### src/rtl/mem_pkg.sv
// Shared definitions for the memory port arbiter: size encodings, owner and state enums.
package mem_pkg;

    localparam logic [1:0] SZ_1W  = 2'b00;
    localparam logic [1:0] SZ_4W  = 2'b01;
    localparam logic [1:0] SZ_8W  = 2'b10;
    localparam logic [1:0] SZ_16W = 2'b11;

    typedef enum logic {
        OWN_IF = 1'b0,
        OWN_D  = 1'b1
    } owner_t;

    typedef enum logic [1:0] {
        IDLE,
        XFER,
        DRAIN
    } arb_state_t;

    function automatic logic [4:0] beat_count(input logic [1:0] size);
        logic [4:0] n;
        case (size)
            SZ_1W:   n = 5'd1;
            SZ_4W:   n = 5'd4;
            SZ_8W:   n = 5'd8;
            SZ_16W:  n = 5'd16;
            default: n = 5'd1;
        endcase
        return n;
    endfunction

endpackage

### src/rtl/mem_port_arbiter_if.sv
// Requester and memory-side bus bundle for mem_port_arbiter; slave = arbiter view.
interface mem_port_arbiter_if #(
    parameter int unsigned ADDR_W = 32,
    parameter int unsigned DATA_W = 32
);
    logic              if_req;
    logic [ADDR_W-1:0] if_addr;
    logic [1:0]        if_size;
    logic              if_gnt;
    logic              if_rvalid;
    logic [DATA_W-1:0] if_rdata;
    logic              if_done;

    logic              d_req;
    logic              d_rw;
    logic [ADDR_W-1:0] d_addr;
    logic [1:0]        d_size;
    logic [DATA_W-1:0] d_wdata;
    logic              d_wready;
    logic              d_gnt;
    logic              d_rvalid;
    logic [DATA_W-1:0] d_rdata;
    logic              d_done;

    logic [ADDR_W-1:0] mem_addr;
    logic [DATA_W-1:0] mem_data_in;
    logic [1:0]        mem_access_size;
    logic              mem_rw;
    logic              mem_enable;
    logic [DATA_W-1:0] mem_data_out;
    logic              mem_busy;

    modport slave (
        input  if_req, if_addr, if_size,
        output if_gnt, if_rvalid, if_rdata, if_done,
        input  d_req, d_rw, d_addr, d_size, d_wdata,
        output d_wready, d_gnt, d_rvalid, d_rdata, d_done,
        output mem_addr, mem_data_in, mem_access_size, mem_rw, mem_enable,
        input  mem_data_out, mem_busy
    );

    modport master (
        output if_req, if_addr, if_size,
        input  if_gnt, if_rvalid, if_rdata, if_done,
        output d_req, d_rw, d_addr, d_size, d_wdata,
        input  d_wready, d_gnt, d_rvalid, d_rdata, d_done,
        input  mem_addr, mem_data_in, mem_access_size, mem_rw, mem_enable,
        output mem_data_out, mem_busy
    );
endinterface

### src/rtl/mem_rd_lat_pipe.sv
// Read-latency tracker: DEPTH-stage shift register of {valid, owner}, async active-low clear.
module mem_rd_lat_pipe
    import mem_pkg::*;
#(
    parameter int unsigned DEPTH = 1
) (
    input  logic   clock,
    input  logic   reset_n,
    input  logic   in_valid,
    input  owner_t in_owner,
    output logic   out_valid,
    output owner_t out_owner
);

    logic [DEPTH-1:0] vld;
    owner_t           own [DEPTH];

    always_ff @(posedge clock or negedge reset_n) begin
        if (!reset_n) begin
            vld <= '0;
            for (int unsigned i = 0; i < DEPTH; i++) own[i] <= OWN_IF;
        end else begin
            vld[0] <= in_valid;
            own[0] <= in_owner;
            for (int unsigned i = 1; i < DEPTH; i++) begin
                vld[i] <= vld[i-1];
                own[i] <= own[i-1];
            end
        end
    end

    assign out_valid = vld[DEPTH-1];
    assign out_owner = own[DEPTH-1];

endmodule

### src/rtl/mem_port_arbiter.sv
// Two-requester (IF / D) arbiter and burst sequencer for a single-port memory.
// Define MEM_ARB_RR_EN for round-robin tie-breaking; default is fixed D-over-IF priority.
module mem_port_arbiter
    import mem_pkg::*;
#(
    parameter int unsigned ADDR_W = 32,
    parameter int unsigned DATA_W = 32,
    parameter int unsigned RD_LAT = 1
) (
    input  logic              clock,
    input  logic              reset_n,
    mem_port_arbiter_if.slave bus
);

    arb_state_t        state, state_next;
    owner_t            own_q;
    logic [ADDR_W-1:0] base_q;
    logic [1:0]        size_q;
    logic              rw_q;
    logic [4:0]        beat_q;
    logic [4:0]        ret_q;
    logic              wdone_q;

    logic              grant, pick_d, issue, last_beat, last_ret;
    logic              ret_valid;
    owner_t            ret_owner;
    logic [4:0]        n_beats;
    logic [DATA_W-1:0] rd_word;

    assign n_beats   = beat_count(size_q);
    assign rd_word   = bus.mem_data_out;
    assign issue     = (state == XFER) && !bus.mem_busy;
    assign last_beat = (beat_q == n_beats - 5'd1);
    assign last_ret  = ret_valid && (ret_q == n_beats - 5'd1);
    // Holding off grant during the write-done cycle keeps gnt and done apart on D.
    assign grant     = (state == IDLE) && !wdone_q && (bus.if_req || bus.d_req);

`ifdef MEM_ARB_RR_EN
    owner_t last_own_q;

    assign pick_d = bus.d_req && (!bus.if_req || (last_own_q == OWN_IF));

    always_ff @(posedge clock or negedge reset_n) begin
        if (!reset_n)   last_own_q <= OWN_IF;
        else if (grant) last_own_q <= pick_d ? OWN_D : OWN_IF;
    end
`else
    assign pick_d = bus.d_req;
`endif

    always_ff @(posedge clock or negedge reset_n) begin
        if (!reset_n) state <= IDLE;
        else          state <= state_next;
    end

    always_comb begin
        state_next = state;
        case (state)
            IDLE:    if (grant) state_next = XFER;
            XFER:    if (issue && last_beat) state_next = rw_q ? IDLE : DRAIN;
            DRAIN:   if (last_ret) state_next = IDLE;
            default: state_next = IDLE;
        endcase
    end

    always_ff @(posedge clock or negedge reset_n) begin
        if (!reset_n) begin
            own_q   <= OWN_IF;
            base_q  <= '0;
            size_q  <= '0;
            rw_q    <= 1'b0;
            beat_q  <= '0;
            ret_q   <= '0;
            wdone_q <= 1'b0;
        end else begin
            wdone_q <= issue && last_beat && rw_q;
            if (grant) begin
                own_q  <= pick_d ? OWN_D : OWN_IF;
                base_q <= pick_d ? {bus.d_addr[ADDR_W-1:2], 2'b00}
                                 : {bus.if_addr[ADDR_W-1:2], 2'b00};
                size_q <= pick_d ? bus.d_size : bus.if_size;
                rw_q   <= pick_d && bus.d_rw;
                beat_q <= '0;
                ret_q  <= '0;
            end else begin
                if (issue)     beat_q <= beat_q + 5'd1;
                if (ret_valid) ret_q  <= ret_q + 5'd1;
            end
        end
    end

    mem_rd_lat_pipe #(.DEPTH(RD_LAT)) u_rd_pipe (
        .clock     (clock),
        .reset_n   (reset_n),
        .in_valid  (issue && !rw_q),
        .in_owner  (own_q),
        .out_valid (ret_valid),
        .out_owner (ret_owner)
    );

    always_comb begin
        bus.if_gnt          = 1'b0;
        bus.d_gnt           = 1'b0;
        bus.if_rvalid       = 1'b0;
        bus.if_rdata        = '0;
        bus.if_done         = 1'b0;
        bus.d_rvalid        = 1'b0;
        bus.d_rdata         = '0;
        bus.d_done          = wdone_q;
        bus.d_wready        = 1'b0;
        bus.mem_addr        = '0;
        bus.mem_data_in     = '0;
        bus.mem_access_size = '0;
        bus.mem_rw          = 1'b0;
        bus.mem_enable      = 1'b0;
        // Grant is combinational on req, so it is gated explicitly while in reset.
        if (reset_n && grant) begin
            if (pick_d) bus.d_gnt  = 1'b1;
            else        bus.if_gnt = 1'b1;
        end
        if (state == XFER) begin
            bus.mem_addr        = base_q + (ADDR_W'(beat_q) << 2);
            bus.mem_access_size = size_q;
            bus.mem_rw          = rw_q;
            bus.mem_enable      = !bus.mem_busy;
            bus.d_wready        = rw_q && !bus.mem_busy;
            if (rw_q) bus.mem_data_in = bus.d_wdata;
        end
        if (ret_valid) begin
            if (ret_owner == OWN_D) begin
                bus.d_rvalid = 1'b1;
                bus.d_rdata  = rd_word;
                if (last_ret) bus.d_done = 1'b1;
            end else begin
                bus.if_rvalid = 1'b1;
                bus.if_rdata  = rd_word;
                if (last_ret) bus.if_done = 1'b1;
            end
        end
    end

endmodule

### src/flat_wrapper.sv
// flat-port wrapper written by rule: the top's interface ports become plain ports
module mem_port_arbiter_flat import mem_pkg::*;
#(
    parameter int unsigned ADDR_W = 32,
    parameter int unsigned DATA_W = 32,
    parameter int unsigned RD_LAT = 1
)
  (clock, reset_n, bus_if_req, bus_if_addr, bus_if_size, bus_if_gnt, bus_if_rvalid, bus_if_rdata, bus_if_done, bus_d_req, bus_d_rw, bus_d_addr, bus_d_size, bus_d_wdata, bus_d_wready, bus_d_gnt, bus_d_rvalid, bus_d_rdata, bus_d_done, bus_mem_addr, bus_mem_data_in, bus_mem_access_size, bus_mem_rw, bus_mem_enable, bus_mem_data_out, bus_mem_busy);
  mem_port_arbiter_if #(.ADDR_W(ADDR_W), .DATA_W(DATA_W)) bus_i ();
  input  logic clock;
  input  logic reset_n;
  input wire logic [$bits(bus_i.if_req)-1:0] bus_if_req;
  input wire logic [$bits(bus_i.if_addr)-1:0] bus_if_addr;
  input wire logic [$bits(bus_i.if_size)-1:0] bus_if_size;
  output wire logic [$bits(bus_i.if_gnt)-1:0] bus_if_gnt;
  output wire logic [$bits(bus_i.if_rvalid)-1:0] bus_if_rvalid;
  output wire logic [$bits(bus_i.if_rdata)-1:0] bus_if_rdata;
  output wire logic [$bits(bus_i.if_done)-1:0] bus_if_done;
  input wire logic [$bits(bus_i.d_req)-1:0] bus_d_req;
  input wire logic [$bits(bus_i.d_rw)-1:0] bus_d_rw;
  input wire logic [$bits(bus_i.d_addr)-1:0] bus_d_addr;
  input wire logic [$bits(bus_i.d_size)-1:0] bus_d_size;
  input wire logic [$bits(bus_i.d_wdata)-1:0] bus_d_wdata;
  output wire logic [$bits(bus_i.d_wready)-1:0] bus_d_wready;
  output wire logic [$bits(bus_i.d_gnt)-1:0] bus_d_gnt;
  output wire logic [$bits(bus_i.d_rvalid)-1:0] bus_d_rvalid;
  output wire logic [$bits(bus_i.d_rdata)-1:0] bus_d_rdata;
  output wire logic [$bits(bus_i.d_done)-1:0] bus_d_done;
  output wire logic [$bits(bus_i.mem_addr)-1:0] bus_mem_addr;
  output wire logic [$bits(bus_i.mem_data_in)-1:0] bus_mem_data_in;
  output wire logic [$bits(bus_i.mem_access_size)-1:0] bus_mem_access_size;
  output wire logic [$bits(bus_i.mem_rw)-1:0] bus_mem_rw;
  output wire logic [$bits(bus_i.mem_enable)-1:0] bus_mem_enable;
  input wire logic [$bits(bus_i.mem_data_out)-1:0] bus_mem_data_out;
  input wire logic [$bits(bus_i.mem_busy)-1:0] bus_mem_busy;
  assign bus_i.if_req = bus_if_req;
  assign bus_i.if_addr = bus_if_addr;
  assign bus_i.if_size = bus_if_size;
  assign bus_if_gnt = bus_i.if_gnt;
  assign bus_if_rvalid = bus_i.if_rvalid;
  assign bus_if_rdata = bus_i.if_rdata;
  assign bus_if_done = bus_i.if_done;
  assign bus_i.d_req = bus_d_req;
  assign bus_i.d_rw = bus_d_rw;
  assign bus_i.d_addr = bus_d_addr;
  assign bus_i.d_size = bus_d_size;
  assign bus_i.d_wdata = bus_d_wdata;
  assign bus_d_wready = bus_i.d_wready;
  assign bus_d_gnt = bus_i.d_gnt;
  assign bus_d_rvalid = bus_i.d_rvalid;
  assign bus_d_rdata = bus_i.d_rdata;
  assign bus_d_done = bus_i.d_done;
  assign bus_mem_addr = bus_i.mem_addr;
  assign bus_mem_data_in = bus_i.mem_data_in;
  assign bus_mem_access_size = bus_i.mem_access_size;
  assign bus_mem_rw = bus_i.mem_rw;
  assign bus_mem_enable = bus_i.mem_enable;
  assign bus_i.mem_data_out = bus_mem_data_out;
  assign bus_i.mem_busy = bus_mem_busy;
  mem_port_arbiter #(.ADDR_W(ADDR_W), .DATA_W(DATA_W), .RD_LAT(RD_LAT)) u_core (.clock(clock), .reset_n(reset_n), .bus(bus_i));
endmodule
### config.mk
export PLATFORM = sky130hd
export DESIGN_NAME = mem_port_arbiter_flat
export DESIGN_NICKNAME = d
export VERILOG_FILES = /design/src/rtl/mem_pkg.sv /design/src/rtl/mem_port_arbiter_if.sv /design/src/rtl/mem_rd_lat_pipe.sv /design/src/rtl/mem_port_arbiter.sv /design/src/flat_wrapper.sv
export SDC_FILE = /design/constraint.sdc
export NUM_CORES = 1
export LEC_CHECK = 0
export ABC_AREA = 1
export CORE_MARGIN = 2
export CORE_UTILIZATION = 41
export CTS_CLUSTER_DIAMETER = 120
export CTS_CLUSTER_SIZE = 25
export DETAILED_ROUTE_END_ITERATION = 16
export PLACE_DENSITY = 0.92
export SYNTH_ARGS = -nofsm -noshare
export SYNTH_HDL_FRONTEND = slang
export SYNTH_SLANG_ARGS = --single-unit
### constraint.sdc
create_clock -name clock -period 4.5 [get_ports clock]
set_clock_uncertainty 0.2 [all_clocks]
set_input_delay 0.9 -clock clock [delete_from_list [all_inputs] [get_ports clock]]
set_output_delay 0.9 -clock clock [all_outputs]
set_load 0.02 [all_outputs]
# Yosys cells after proc, flatten, opt, wreduce, memory -nomap -nowiden
# Index checks and enable logic that the tools add are counted.
[classes]
n_addsub = 4
n_eq_ne = 10
mux = 37
reduce_logical = 19
[ops]
columns = ["op", "n"]
rows = [
  ["$mux 32", 8],
  ["$add 32x7->32", 1],
  ["$mux 5", 4],
  ["$pmux 5 s4", 1],
  ["$mux 1", 17],
  ["$mux 2", 6],
  ["$add 5x1->5 const B", 2],
  ["$eq 5x5->1", 2],
  ["$logic_and 1x1->1", 10],
  ["$eq 2x2->1 const B", 3],
  ["$pmux 2 s3", 1],
  ["$sub 5x1->5 const B", 1],
  ["$eq 2x1->1 const B", 2],
  ["$logic_not 2->1", 2],
  ["$ne 2x1->1 const B", 2],
  ["$reduce_bool 2->1", 2],
  ["$logic_not 1->1", 3],
  ["$reduce_and 3->1", 1],
  ["$ne 2x2->1 const B", 1],
  ["$logic_or 1x1->1", 1],
]
[totals]
register_bits = 51
inputBits = 138
out_inout_bits = 139

# Depth between registers and ports, before layout
# Gate-level depths: netlist of run 1.
[depth]
ltp_word = 8
depth_mapped = 12
mapped_depth_nobuf = 12

# By module
# A second synthesis of run 1 with hierarchy kept.
[hier_totals]
cells_unflattened = 780
hier_area_um2 = 4429.2
[by_module_without_submodules]
columns = ["module", "instances", "cells_per_inst", "area_each_um2"]
rows = [
  ["mem_port_arbiter", 1, 778, 4379.2],
  ["mem_rd_lat_pipe", 1, 2, 50.0],
]

# Worst setup path before layout of run 1
# Ideal clock, no wire load.
[synth_path]
kind = "register to output"
start = "register u_core.beat_q[0]"
end = "output bus_mem_addr[8]"
t_arrival_ps = 1916
slack_ps = 1484
stages_incl_launch_ff = 11
cell_sequence = "dfrtp_1 ha_1 inv_1 fa_1 inv_1 nand3_1 nand2_1 nand2_1 nand2_1 o21ai_0 a21oi_1"
[synth_via]
elab_chain_cells = 2
[synth_rtl]
columns = ["element", "line_no", "source"]
rows = [
  ["start, declared", "mem_port_arbiter.sv:20", "logic [4:0] beat_q;"],
  ["start signal, assigned", "mem_port_arbiter.sv:86", "if (issue) beat_q <= beat_q + 5'd1;"],
  ["$add 32x7->32", "mem_port_arbiter.sv:122", "bus.mem_addr = base_q + (ADDR_W'(beat_q) << 2);"],
  ["$mux 32", "mem_port_arbiter.sv:121", "if (state == XFER) begin"],
  ["end, declared", "flat_wrapper.sv:29", "output wire logic [$bits(bus_i.mem_addr)-1:0] bus_mem_addr;"],
]
# No other way between the ends.

# Final worst setup path of run 1
# Same ends and word-level chain as after synthesis.

==> impl_metrics.yaml, run 1 <==
outcome:
  run_status: "completed"
detailed_routing:
  drt_iter0_markers: 389
  drc: 0
  first_pass_iters: 5
  wirelength_um: 15900
  wire_per_inst_um: 13.8
  drt-vias-per-instance: 4.78
  dr_total_vias: 5498
  postRouteAntennaNets: 0
setup_path:
  r2r_end: "u_core.wdone_q"
  ff2ff_path_depth: 2
  cp-end-kind: "output port"
  crit_fanout: 6
  path_class: "register to output port"
  crit_arrival_ps: 2940
  start_kind: "register"
  ff2ff_setup_slack_ps: 2630
  critical_path_required_ps: 3400
  r2r_start: "u_core.rw_q"
yosys:
  syn_area_per_cell_um2: 5.76
  synth-seq-cells: 49
  postSynthCellCount: 762
  yosysUniqueCellTypes: 36
  ys_warn_count: 0
  synth_top_area_share_pct: 27.9
  synthTopCellsByArea: "dfrtp_1 (28%), nand2_1 (17%), nor2_1 (15%)"
  netlist_area_um2: 4390
  synth-seq-area-share_pct: 27.9
  yosysTopAreaCell: "dfrtp_1"
placed_design:
  dp_hpwl_um: 12900
  port-buffer-count: 270
  gp_congestion: 0.954
timing:
  setup_viol: 0
  final_hold_viol_count: 0
  fmax_mhz: 248
  rsz0062_at_grt: "no"
  worstMarginPinSlew_ps: 1020
  hold_slack_ps: 184
  fin_setup_tns_ps: 0
  report.final.slew_viol_count: 0
  min_period_ps: 4040
  fin_crit_sh_pct: 89.7
  max_slew_margin_pct: 31.7
grt:
  met2_usage_pct: 43.5
  grt_max_degree: 50
  grt_usage_pct: 26.9
  antenna_found_initial: 3
  grt_overflow_total: 0
  grt.met1_usage_pct: 36.2
  grt-busiest-layer: "met2"
  grt_pass1_vias: 4942
  gr-usage-met3_pct: 6.42
  grt_first_pass_wirelength_um: 24800
power:
  p_per_area_nw_per_um2: 543
  vdd_drop_max_v: 0.000302
  power_mw: 3.93
  leakagePower_nw: 3.43
clock_network:
  postCtsHoldBufs: 0
  post_cts_resized: 0
  clk_latency_ps: 310
  cts_tree: "done"
  clockRootBuffer: "clkbuf_8"
  cts_setup_buffers: 0
  clk_transition_reported_paths_ps: 100
  htree_levels: 2
  cts_buffers: 5
  cts_buffer_depth: 2
  clkSinkCount: 49
flow_run:
  drv_cap: 0
final_layout:
  layout_common_cells: "clkdlybuf4s50_1 (268), nand2_1 (198), nor2_1 (172)"
  drive_gt1_share_pct: 3.95
  syn_to_final_growth_pct: 64.9
  fin_nets: 1158
  layout_commonest_cell: "clkdlybuf4s50_1"
floorplanning:
  dieWidth_um: 107
  die_area_um2: 11600
  num_io_pins: 277
  num_rows: 37
  core_region_area_um2: 10400
  start_util_pct: 42.3
  fp.dieH_um: 107
min_path:
  hold_start: "u_core.own_q"
  holdPathEnd: "u_core.u_rd_pipe.out_owner"
  hold_depth: 0
  min_path_type: "register to register"
[metrics by stage]
step	instances	utilization [%]	setup slack (ps)	area, um2
floorplan	763	-	1480	4390
global placement	1141	68.9	867	7140
detailed placement	1141	68.9	841	7140
CTS	1149	69.8	481	7240
global route	1149	69.8	185	7240
finish	1151	69.8	464	7240
[sequential cells by signal, summed over array words and instances, names as in the netlist]
| name | cells |
|---|---|
| u_core.own_q | 1 |
| u_core.u_rd_pipe.out_owner | 1 |
| u_core.wdone_q | 1 |
| u_core.ret_q | 5 |
| u_core.rw_q | 1 |
| u_core.beat_q | 5 |
| u_core.base_q | 30 |
| u_core.size_q | 2 |
| u_core.u_rd_pipe.out_valid | 1 |
| u_core.state | 2 |
[Yosys cell counts (all sizes together)]
cell type / count
nand2: 207
nor2: 178
inv: 127
o21ai: 57
dfrtp: 49
nand3: 33
o211ai: 21
clkbuf: 19
a21oi: 17
buf: 15
nor3: 10
ha: 7
nand4: 6
xor2: 5
or2: 3
a211oi: 1
a31oi: 1
and2: 1
and3: 1
conb: 1
fa: 1
o21bai: 1
xnor2: 1
[routing by layer]
metal,wire length [um],vias up
li1,-,2822
met3,1400,22
met4,247,0
met5,0,-
met1,6970,2421
met2,7260,233
[cells by family (layout without fill, tap and decap cells)]
logic type	after synthesis	in the layout	share of synthesized area [%]
XOR/XNOR	6	6	1.20
other	1	4	0.0854
buffers and inverters	161	411	14.5
AND/OR/NAND/NOR	439	439	41.0
adder cells (fa/ha/maj)	8	8	2.45
AO/OA/AOI/OAI	98	98	12.9
flip-flops	49	49	27.9
[layout make-up]
class | count | area, um2
well taps | 136 | 170
flip-flops and latches | 49 | 1230
clock buffers | 5 | 68.8
diodes | 2 | 5.00
inverters | 127 | 477
fillers | 889 | 3130
repair buffers | 276 | 2740
multi-input cells | 553 | 2530
clock inverters | 3 | 25.0
[where the power goes]
part           total [mW]  switching (mW)  internal (mW)
registers           0.910           0.276          0.634
clock network       0.280           0.166          0.114
logic                2.74            1.60           1.14
total                3.93            2.04           1.89
[critical path: stages (launching register included)]
cell and delay, ps:
dfrtp_1 440, ha_1 270, inv_1 70, fa_1 350, inv_1 110, nand3_1 90, nand2_1 170, nand2_1 70
nand2_1 170, o21ai_0 100, a21oi_1 150, clkdlybuf4s50_1 630
[worst max path at each step]
stage / from / to / slack [ps]
after floorplan: u_core.beat_q[0] / bus_mem_addr[8] / 1480
final: u_core.beat_q[0] / bus_mem_addr[8] / 460
after global placement: u_core.beat_q[0] / bus_mem_addr[24] / 870
after detailed placement: u_core.beat_q[0] / bus_mem_addr[8] / 840
after CTS: u_core.beat_q[0] / bus_mem_addr[24] / 480
after global routing: u_core.beat_q[0] / bus_mem_addr[24] / 180
(Power assumes the default switching activity.)
==> run 2, diff against run 1 <==
--- a/config.mk
+++ b/config.mk
@@ -5,13 +5,13 @@
 export SDC_FILE = /design/constraint.sdc
 export NUM_CORES = 1
 export LEC_CHECK = 0
-export ABC_AREA = 1
-export CORE_MARGIN = 2
-export CORE_UTILIZATION = 41
+export CAP_MARGIN = 5
+export CORE_AREA = 2 2 107 109
 export CTS_CLUSTER_DIAMETER = 120
 export CTS_CLUSTER_SIZE = 25
 export DETAILED_ROUTE_END_ITERATION = 16
-export PLACE_DENSITY = 0.92
+export DIE_AREA = 0 0 109 111
+export PLACE_DENSITY = 0.85
 export SYNTH_ARGS = -nofsm -noshare
 export SYNTH_HDL_FRONTEND = slang
 export SYNTH_SLANG_ARGS = --single-unit
==> impl_metrics.yaml, run 2 <==
floorplanning:
  fp.dieH_um: 111
  die_area_um2: 12100
  num_rows: 39
  start_util_pct: 34.6
  core_region_area_um2: 11100
  dieWidth_um: 109
  num_io_pins: 277
timing:
  max_slew_margin_pct: 42.1
  final_hold_viol_count: 0
  fmax_mhz: 234
  worstMarginPinSlew_ps: 869
  fin_crit_sh_pct: 95.1
  min_period_ps: 4280
  rsz0062_at_grt: "no"
  report.final.slew_viol_count: 0
  fin_setup_tns_ps: 0
  setup_viol: 0
flow_run:
  drv_cap: 0
detailed_routing:
  wirelength_um: 14300
  first_pass_iters: 4
  drt-vias-per-instance: 5.06
  wire_per_inst_um: 16.2
  drc: 0
  dr_total_vias: 4454
  drt_iter0_markers: 298
  postRouteAntennaNets: 0
setup_path:
  ff2ff_path_depth: 5
  crit_arrival_ps: 3180
  critical_path_required_ps: 3400
  cp-end-kind: "output port"
  crit_fanout: 9
  r2r_end: "u_core.state[1]"
  path_class: "register to output port"
  r2r_start: "u_core.state[1]"
  start_kind: "register"
  ff2ff_setup_slack_ps: 2000
final_layout:
  syn_to_final_growth_pct: 78.1
  layout_commonest_cell: "clkdlybuf4s50_1"
  largest-register: "u_core.base_q"
  seq_area_um2: 1230
  drive_gt1_share_pct: 4.07
  largest_register_ffs: 30
  largest_registers: "u_core.base_q (30), u_core.beat_q (5), u_core.ret_q (5)"
  fin_nets: 882
  layout_common_cells: "clkdlybuf4s50_1 (267), nor2_1 (69), and3_1 (68)"
  multi_input_area_um2: 2430
  n_fill_cell: 925
  fin_util_pct: 61.7
  final_cell_area_um2: 6830
min_path:
  min_path_type: "register to register"
  holdPathEnd: "u_core.u_rd_pipe.out_owner"
  hold_start: "u_core.own_q"
  hold_depth: 0
placed_design:
  place_area_um2: 6660
  gp_congestion: 0.813
  dp_hpwl_um: 11400
  port-buffer-count: 270
grt:
  grt_usage_pct: 22.8
  grt_max_degree: 42
  grt_overflow_total: 0
  antenna_found_initial: 1
  grt_pass1_vias: 4364
  grt_first_pass_wirelength_um: 22000
clock_network:
  cts_buffer_depth: 2
  clkSinkCount: 49
  cts_tree: "done"
  clk_latency_ps: 280
  clockRootBuffer: "clkbuf_16"
  cts_buffers: 5
  clk_transition_reported_paths_ps: 60
  htree_levels: 2
yosys:
  synth_top_area_share_pct: 32.0
  yosysUniqueCellTypes: 45
  yosysMostFrequentCell: "nor2_1"
  synth-seq-area-share_pct: 32.0
  netlist_area_um2: 3840
  synthTopCellsByArea: "dfrtp_1 (32%), and3_1 (11%), mux2i_1 (8.6%)"
  synthTopCellsByCount: "nor2_1 (69), and3_1 (68), dfrtp_1 (49), a21oi_1 (47), and2_1 (35)"
  synth_edf_count: 0
  synth-seq-cells: 49
  yosysTopAreaCell: "dfrtp_1"
  ys_async_sr_fraction_pct: 100
  ys_warn_count: 0
  synth-main-ff-cell: "dfrtp_1"
  syn_area_per_cell_um2: 7.93
  postSynthCellCount: 484
power:
  p_per_area_nw_per_um2: 610
  vdd_drop_max_v: 0.000525
  leakagePower_nw: 2.97
outcome:
  run_status: "completed"
run 2: changes by cell type after synthesis, sizes merged, moves of 13 or more:
cell / delta
and3: +67
a21oi: +30
nand3: -23
clkbuf: +13
o21ai: -36
o211ai: -19
inv: -115
mux2i: +33
nor2: -109
and2: +34
nand2: -195
xor2: +13
run 2: area by class of cell:
class / count / area share, %
Multi-Input combinational cell: 386 / 35.5
Tap cell: 143 / 2.62
Clock buffer: 6 / 1.89
Antenna cell: 1 / 0.0366
Inverter: 12 / 0.659
Clock inverter: 2 / 0.568
Sequential cell: 49 / 17.9
Timing Repair Buffer: 282 / 40.8
run 2: where the power goes:
| group | total (mW) | switching, mW | internal, mW |
|---|---|---|---|
| clock | 0.417 | 0.154 | 0.263 |
| combinational | 2.84 | 1.52 | 1.32 |
| sequential | 0.907 | 0.274 | 0.633 |
| total | 4.17 | 1.95 | 2.22 |
run 2: repair_timing:
item,CTS,global route
buffers inserted,0,0
hold buffers,0,0
endpoints found under the setup margin,0,1
gates resized for setup,0,1
run 2: worst max path at each step:
| stage | start | endpoint |
|---|---|---|
| 2_1_floorplan | u_core.beat_q[0] | bus_mem_addr[28] |
| 3_3_place_gp | u_core.beat_q[0] | bus_mem_addr[28] |
| 3_5_place_dp | u_core.beat_q[0] | bus_mem_addr[28] |
| 4_1_cts | u_core.beat_q[0] | bus_mem_addr[28] |
| 5_1_grt | u_core.beat_q[0] | bus_mem_addr[26] |
| 6_report | u_core.beat_q[0] | bus_mem_addr[30] |
run 2: cells by family after synthesis:
family	synth area share (%)
muxes	8.90
adders and majority gates	2.80
AOI/OAI and AO/OA	12.4
other	0.0977
and+or+nand+nor	33.4
xor gates and xnor gates	5.25
buffers and inverters	5.15
DFF	32.0
run 2: routing by layer:
layer	vias up	share of wire [%]	GRT usage [%]
li1	2195	-	-
met1	2050	39	27.0
met2	191	51	41.1
met3	18	7.6	4.53
met4	0	1.9	6.32
met5	-	0	0
run 2: stage by stage:
step	hold slack [ps]	worst slack (ps)	instances	power [mW]
floorplan	150	1020	485	2.44
global placement	156	536	872	3.69
detailed placement	163	499	872	3.75
CTS	176	171	880	4.19
global route	192	4.81	881	4.44
finish	176	222	881	4.17
run 2: worst max-delay path: stages, from the launching register on:
cell	delay [ps]
dfrtp_1	460
ha_1	240
inv_1	70
fa_1	370
nor2b_1	190
o31a_1	220
o211ai_2	180
or3_1	390
a21oi_1	150
clkdlybuf4s50_1	620
==> run 3, diff against run 2 <==
==> constraint.sdc (replaced) <==
create_clock -name clock -period 4.5 [get_ports clock]
set_clock_uncertainty 0.2 [all_clocks]
set_input_delay 0.9 -clock clock [delete_from_list [all_inputs] [get_ports clock]]
set_output_delay 0.9 -clock clock [all_outputs]
set_load 0.05 [all_outputs]
==> impl_metrics.yaml, run 3 (synthesized netlist as in run 2, its figures left out) <==
outcome:
  run_status: "completed"
timing:
  fin_setup_tns_ps: 0
  final_hold_viol_count: 0
  max_slew_margin_pct: 42.3
  setup_viol: 0
  fmax_mhz: 235
  rsz0062_at_grt: "no"
  min_period_ps: 4250
  fin_crit_sh_pct: 94.5
  report.final.slew_viol_count: 0
  worstMarginPinSlew_ps: 865
floorplanning:
  core_region_area_um2: 11100
  die_area_um2: 12100
  start_util_pct: 34.6
  num_rows: 39
  dieWidth_um: 109
  num_io_pins: 277
  fp.dieH_um: 111
final_layout:
  largest-register: "u_core.base_q"
  layout_common_cells: "clkdlybuf4s50_1 (248), nor2_1 (69), and3_1 (68)"
  drive_gt1_share_pct: 5.32
  syn_to_final_growth_pct: 77.1
  final_cell_area_um2: 6800
  layout_commonest_cell: "clkdlybuf4s50_1"
  n_fill_cell: 939
  fin_util_pct: 61.3
  largest_register_ffs: 30
  fin_nets: 878
  largest_registers: "u_core.base_q (30), u_core.beat_q (5), u_core.ret_q (5)"
clock_network:
  cts_setup_buffers: 0
  clk_transition_reported_paths_ps: 70
  cts_buffer_depth: 2
  htree_levels: 2
  clkSinkCount: 49
  clockRootBuffer: "clkbuf_16"
  clk_latency_ps: 280
  cts_buffers: 5
  cts_tree: "done"
setup_path:
  r2r_start: "u_core.state[1]"
  ff2ff_setup_slack_ps: 1980
  ff2ff_path_depth: 3
  crit_fanout: 9
  r2r_end: "u_core.own_q"
  critical_path_required_ps: 3400
  cp-end-kind: "output port"
  setup.worst_path.start: "u_core.beat_q[3]"
  worstSetupEndpoint: "bus_mem_addr[19]"
  start_kind: "register"
  path_class: "register to output port"
  crit_arrival_ps: 3150
power:
  p_per_area_nw_per_um2: 745
  power_mw: 5.06
  vdd_drop_max_v: 0.000538
  leakagePower_nw: 3.02
min_path:
  hold_start: "u_core.own_q"
  min_path_type: "register to register"
detailed_routing:
  dr_total_vias: 4505
  drt_iter0_markers: 415
  first_pass_iters: 4
  drc: 0
  wire_per_inst_um: 16.6
  drt-vias-per-instance: 5.14
  postRouteAntennaNets: 0
  wirelength_um: 14500
grt:
  grt_usage_pct: 22.8
  grt_pass1_vias: 4386
  grt_first_pass_wirelength_um: 22100
  antenna_found_initial: 1
  grt_overflow_total: 0
  grt_max_degree: 69
placed_design:
  gp_congestion: 0.815
  dp_hpwl_um: 11600
  port-buffer-count: 270
  place_area_um2: 6630
flow_run:
  drv_cap: 0
[run 3: changes by cell type in the layout (fill, tap and decap cells not counted)]
cell             before  now
clkdlybuf4s50_1     267  248
clkinv_4              1    0
dlymetal6s2s_1        1    8
clkinv_2              0    1
clkbuf_1              1    0
inv_6                 0    1
buf_4                12   18
clkinvlp_4            0    1
bufinv_16             1    0
buf_12                0    2
[run 3: metrics by stage]
stage / worst slack (ps) / cells / hold WS [ps]
global placement: 432 / 868 / 156
floorplan: 604 / 485 / 150
finish: 250 / 877 / 189
detailed placement: 361 / 868 / 174
global route: 46.0 / 877 / 199
CTS: 43.6 / 876 / 188
[run 3: final cells by class]
cell class	count	area [um2]	area share [%]
diodes	1	2.50	0.0368
clock buffers	5	125	1.84
clock inverters	3	21.3	0.313
inverters	12	45.0	0.663
multi-input cells	386	2430	35.7
flip-flops and latches	49	1230	18.0
well taps	143	179	2.63
repair buffers	278	2770	40.7
[run 3: timing repair]
item                                   CTS  global route
setup endpoints to repair                0             8
endpoints found under the hold margin    0             0
resized for setup                        0             8
hold buffers                             0             0
[run 3: metal layers]
metal / up-vias / GRT usage, % / wire length, um
met4: 0 / 7.61 / 399
met2: 196 / 41.9 / 7470
li1: 2183 / - / -
met3: 26 / 4.23 / 1200
met5: - / 0 / 0
met1: 2100 / 26.0 / 5450
[run 3: worst max-delay path, cell delays in order, from the launching register on]
cell	delay, ps
dfrtp_1	450
ha_1	360
o21ai_0	120
o21ai_1	560
nand4_1	270
xor2_1	200
nor2_1	90
clkdlybuf4s50_1	810
[run 3: worst min path at each step]
stage,end,slack [ps],depth (start not counted)
final,u_core.u_rd_pipe.out_owner,190,0
after global routing,u_core.u_rd_pipe.out_owner,200,0
after CTS,u_core.u_rd_pipe.out_owner,190,0
after detailed placement,u_core.u_rd_pipe.out_owner,170,0
after global placement,u_core.u_rd_pipe.out_owner,160,0
after floorplan,u_core.u_rd_pipe.out_owner,150,0
[run 3: report_power, final]
part           internal, mW  switching (mW)  leakage, nW
Clock                 0.207           0.165       0.0702
Combinational          1.27            2.52         2.38
Sequential            0.633           0.272        0.568
Total                  2.11            2.95         3.02
